--- config.mk ---
export PLATFORM = sky130hd
export DESIGN_NAME = data_clk_gen_mc
export DESIGN_NICKNAME = d
export VERILOG_FILES = /design/src/rtl/data_clk_gen_mc.sv
export SDC_FILE = /design/constraint.sdc
export NUM_CORES = 1
export LEC_CHECK = 0
export ABC_AREA = 0
export CORE_ASPECT_RATIO = 1.5
export CORE_UTILIZATION = 35
export CTS_BUF_LIST = sky130_fd_sc_hd__clkbuf_4 sky130_fd_sc_hd__clkbuf_8
export DETAILED_ROUTE_END_ITERATION = 8
export GPL_ROUTABILITY_DRIVEN = 0
export PLACE_DENSITY_LB_ADDON = 0.1
export SKIP_CTS_REPAIR_TIMING = 1
export SKIP_LAST_GASP = 1
export SYNTH_ARGS = -nofsm -noshare
export SYNTH_HDL_FRONTEND = slang
export SYNTH_SLANG_ARGS = --single-unit
--- constraint.sdc ---
create_clock -name clk -period 5.7 [get_ports clk]
set_input_delay 1.425 -clock clk [delete_from_list [all_inputs] [get_ports clk]]
set_output_delay 1.425 -clock clk [all_outputs]
set_load 0.05 [all_outputs]
--- src/rtl/data_clk_gen_mc.sv ---
// Multi-channel programmable data clock generator.
// One shared divide counter produces NUM_CH slow data clocks, each with its own
// phase offset, plus a one-cycle-delayed level and a rising-edge strobe per channel.
// Divider and phase values are double-buffered: writes land in shadow registers
// and reach the active set on a counter wrap, or on every cycle while stopped.
module data_clk_gen_mc #(
    parameter int NUM_CH      = 4,
    parameter int CNT_W       = 16,
    parameter int DEFAULT_DIV = 20000,
    localparam int SEL_W      = (NUM_CH > 1) ? $clog2(NUM_CH) : 1
) (
    input  logic              clk,
    input  logic              clk_rst_n,
    input  logic              en,
    input  logic              div_wr,
    input  logic [CNT_W-1:0]  div_in,
    input  logic              ph_wr,
    input  logic [SEL_W-1:0]  ph_sel,
    input  logic [CNT_W-1:0]  ph_in,
    output logic [NUM_CH-1:0] data_clk,
    output logic [NUM_CH-1:0] data_ready,
    output logic [NUM_CH-1:0] data_stb,
    output logic              cnt_wrap
);

    logic [CNT_W-1:0]  cnt;
    logic [CNT_W-1:0]  div_sh;
    logic [CNT_W-1:0]  div_act;
    logic [CNT_W-1:0]  ph_sh  [NUM_CH];
    logic [CNT_W-1:0]  ph_act [NUM_CH];
    logic [CNT_W-1:0]  eff_ph [NUM_CH];
    logic              wrap;
    logic [NUM_CH-1:0] hit;

    // Wrap detect, phase clamping and per-channel toggle enables.
    always_comb begin
        // NOTE: every combinational output gets a value on every path, so no latch is inferred.
        wrap = (cnt == div_act);
        hit  = '0;
        for (int i = 0; i < NUM_CH; i++) begin
            // Phases beyond the divider would never match; clamp them onto the wrap count.
            eff_ph[i] = (ph_act[i] > div_act) ? div_act : ph_act[i];
            hit[i]    = en && (cnt == eff_ph[i]);
        end
    end

    // Divide counter, wrap strobe and shadow-to-active transfer.
    always_ff @(posedge clk or negedge clk_rst_n) begin
        if (!clk_rst_n) begin
            cnt      <= '0;
            cnt_wrap <= 1'b0;
            div_act  <= CNT_W'(DEFAULT_DIV);
            // NOTE: these small register arrays are reset explicitly because the
            // phase values must be known (zero) from the first enabled edge.
            for (int i = 0; i < NUM_CH; i++) ph_act[i] <= '0;
        end else if (!en) begin
            // Stopped: counter parked at 0 and new settings apply immediately.
            cnt      <= '0;
            cnt_wrap <= 1'b0;
            div_act  <= div_sh;
            for (int i = 0; i < NUM_CH; i++) ph_act[i] <= ph_sh[i];
        end else if (wrap) begin
            // NOTE: non-blocking assignments mean the transfer sees the pre-edge
            // shadow values, so a write on the wrap cycle waits one more period.
            cnt      <= '0;
            cnt_wrap <= 1'b1;
            div_act  <= div_sh;
            for (int i = 0; i < NUM_CH; i++) ph_act[i] <= ph_sh[i];
        end else begin
            cnt      <= cnt + 1'b1;
            cnt_wrap <= 1'b0;
        end
    end

    // Shadow registers; an out-of-range ph_sel matches no channel and is dropped.
    always_ff @(posedge clk or negedge clk_rst_n) begin
        if (!clk_rst_n) begin
            div_sh <= CNT_W'(DEFAULT_DIV);
            for (int i = 0; i < NUM_CH; i++) ph_sh[i] <= '0;
        end else begin
            if (div_wr) div_sh <= div_in;
            for (int i = 0; i < NUM_CH; i++) begin
                if (ph_wr && (int'(ph_sel) == i)) ph_sh[i] <= ph_in;
            end
        end
    end

    // Data clocks toggle once per counter period when the count meets the channel phase.
    always_ff @(posedge clk or negedge clk_rst_n) begin
        if (!clk_rst_n) begin
            data_clk <= '0;
        end else begin
            data_clk <= data_clk ^ hit;
        end
    end

    // Delayed level and rising-edge strobe, both one edge behind data_clk.
    always_ff @(posedge clk or negedge clk_rst_n) begin
        if (!clk_rst_n) begin
            data_ready <= '0;
            data_stb   <= '0;
        end else begin
            data_ready <= data_clk;
            data_stb   <= data_clk & ~data_ready;
        end
    end

endmodule
==> results_dict.tcl <==
set metrics [dict create \
    outcome "finished with violations" \
    violations "design-rule violations" \
    grt_pass1_wl_mm 44.3 \
    cp.required_ns 6.07 \
    clk_pin_slew_ns 0.11 \
    stdcell_count 1243 \
    path_max_fanout 9 \
    min_path_cells 1 \
    p_comb_frac 0.298 \
    clk_path_buf_depth 2 \
    regArea_sq_um 4740 \
    tightest_slew_ns 1.38 \
    seq_area_frac_synth 0.482 \
    via_per_inst 5.52 \
    path_cells "inv_1 -> ha_1 -> a21oi_1 -> o21ai_0 -> a221oi_1 -> or2_2 -> a21oi_1 -> mux2i_1 -> o22ai_1 -> nor4_1 -> xor2_1" \
    num_vias 6862 \
    syn_nets 952 \
    rows 74 \
    synthArstFlopShare 1.00 \
    routed_wl_mm 28.7 \
    avgRoutedWirePerCell_microns 23.1 \
    maxSlewHeadroom 0.0808 \
    p_leak_uw 0.00480 \
    synth_cells 848 \
    ys_ff_latch 189 \
    rsz0062_at_grt "no" \
    grt_max_degree 111 \
    finalHoldViolCount 0 \
    first_pass_iters 8 \
    ios 52 \
    synth_area_sq_um 9830 \
    yosysTopAreaCell "dfrtp_1" \
    cts_inserted_buffers 17 \
    synth_edf_count 0 \
    p_sw_frac 0.372 \
    yosysTopAreaCellShare 0.456 \
    worstHoldPathType "register to register" \
    dieArea_sq_um 28800 \
    antenna_found_initial 0 \
    htreeDepth 4 \
    endpoint_kind "register" \
    hpwl_mm 21.2 \
    timing.fmax_mhz 216 \
    rrSetupSlack_ns 1.07 \
    finalSetupViolCount 0 \
    internal_power_uw 2420 \
    n_antenna_cell 0 \
    cts_root_buf "clkbuf_8" \
    grt_pass1_vias 7235 \
    fin_crit_sh 0.811 \
    synthTopCellsByCount "dfrtp_1 (179), mux2_2 (126), ha_1 (65)" \
    slew_viol_final 0 \
    cp-start-kind "register" \
    clk_latency_ns 0.53 \
    reg2reg_depth 11 \
    critPathMaxStageDelay_ns 1.07 \
    p_clk_frac 0.221 \
    nets 992 \
    drtIter0Drc 357 \
    ir_worst_vdd_mv 0.171 \
    fin_tns_setup_ns 0 \
    cap_violations 0 \
    yosysMostFrequentCell "dfrtp_1" \
    slowest_stage "a21oi_1" \
    critPathArrivalTime_ns 5.00 \
    avgSynthCellArea_sq_um 11.6 \
    drive_gt1_frac 0.203 \
    multiInputGateArea_sq_um 4790 \
    yosys_warnings 0 \
    drtAntennaViolNets 0 \
    synth_flop_cell "dfrtp_1" \
    grt_overflow 0 \
    crit_path_frequent_cell "a21oi_1" \
    cts.sinks 189 \
    core_area_sq_um 27400 \
    power_density_nw_per_um2 349 \
    fillers 2690 \
    finalClockSkew_ns 0.0164 \
    drc 14 \
    track_usage 0.211 \
    yosys-top-cells-area "dfrtp_1 (46%), mux2_2 (14%), ha_1 (8.3%)" \
    area_growth_pct 12.4 \
    p_switching_uw 1430 \
    cts_tree "built" \
    initial_core_util 0.359 \
    path_class "register to register" \
    ys_types 58 \
    post-place-cells 1211 \
    seqPwrFrac 0.481 \
    die_w_microns 139 \
    fp.dieH_microns 207 \
    port_buffers 51 \
    period_minus_slack_ns 4.63 \
]
==> cells in the final DEF, fill, tap and decap left out, drive strengths merged, types with 3 or more instances in the layout <==
cell type,Yosys,final
nor2b,15,15
mux2,138,138
o22ai,12,12
a21o,10,10
mux2i,18,18
o21ai,34,34
ha,65,65
and3,5,5
dfrtp,179,179
nand4,21,21
nor4,15,15
or2,3,3
clkinv,0,5
nand2,44,44
dfstp,10,10
xor2,38,38
xnor2,25,25
clkbuf,25,18
buf,12,7
clkdlybuf4s50,0,50
a21oi,29,29
nor2,32,32
o211ai,3,3
inv,39,48
nand3,21,21
nor3,12,12
o221ai,4,4
a2111oi,5,5
==> per-stage QoR <==
stage | area [sq um] | hold WS, ns | util | total power [uW] | setup slack (ns)
finish | 11000 | 0.421 | 0.403 | 3850 | 1.07
detailed placement | 10700 | 0.408 | 0.390 | 3030 | 1.28
floorplan | 9830 | 0.444 | - | 2560 | 2.59
global route | 11000 | 0.454 | 0.403 | 4080 | 1.07
CTS | 11000 | 0.422 | 0.403 | 3890 | 1.22
global placement | 10700 | 0.407 | 0.390 | 3010 | 1.27
==> power groups by stage <==
stage          clock network (uW)  logic (uW)  registers (uW)
2_1_floorplan                   0         697            1870
3_3_place_gp                    0        1130            1880
3_5_place_dp                    0        1140            1880
4_1_cts                       890        1150            1860
5_1_grt                       937        1260            1890
6_report                      853        1150            1850
==> layout make-up <==
type                            instances  share of cell area
Clock buffer                           17              0.0212
Timing Repair Buffer                   58              0.0524
Sequential cell                       189               0.429
Clock inverter                         15              0.0113
Inverter                               39              0.0133
Tap cell                              342              0.0387
Multi-Input combinational cell        583               0.434
==> per-layer routing <==
layer	global-route usage	vias to the layer above	share of wire
met5	0	-	0
met4	0.130	0	0.054
met3	0.0394	73	0.035
met2	0.353	179	0.49
met1	0.249	3463	0.42
li1	-	3147	-
==> kinds of logic after synthesis <==
group           Yosys count  synth area share
mux                     156             0.177
fa+ha+maj                65            0.0827
compound gates          119            0.0778
simple gates            180            0.0929
buf+inv                  76            0.0311
xor+xnor                 63            0.0561
flops                   189             0.482
==> registers in the layout, indices dropped and copies added, names as in the netlist, 4 cells and up <==
name        cells
ph_act         64
data_stb        4
div_act        16
cnt            16
div_sh         16
data_ready      4
data_clk        4
ph_sh          64
==> worst max-delay path, delay by kind of cell, from the launching register on <==
family,cells,cell delay (ns)
and+or+nand+nor,2,0.95
muxes,1,0.42
adders and majority gates,1,0.33
DFF,1,0.56
AOI/OAI and AO/OA,5,1.94
xor gates and xnor gates,1,0.14
buffers and inverters,1,0.13
==> path summary, 6_finish.rpt <==
kind | start | endpoint
setup reg to reg | div_act[5]$_DFFE_PN1P_ | data_clk[1]$_DFF_PN0_
setup / recovery | div_act[5]$_DFFE_PN1P_ | data_clk[1]$_DFF_PN0_
hold reg to reg | data_ready[3]$_DFF_PN0_ | data_stb[3]$_DFF_PN0_
min in group asynchronous | clk_rst_n | data_stb[3]$_DFF_PN0_
max in group asynchronous | clk_rst_n | ph_sh[49]$_DFFE_PN0P_
hold / removal | data_ready[3]$_DFF_PN0_ | data_stb[3]$_DFF_PN0_
No activity file was read; power rests on OpenSTA's default activity.
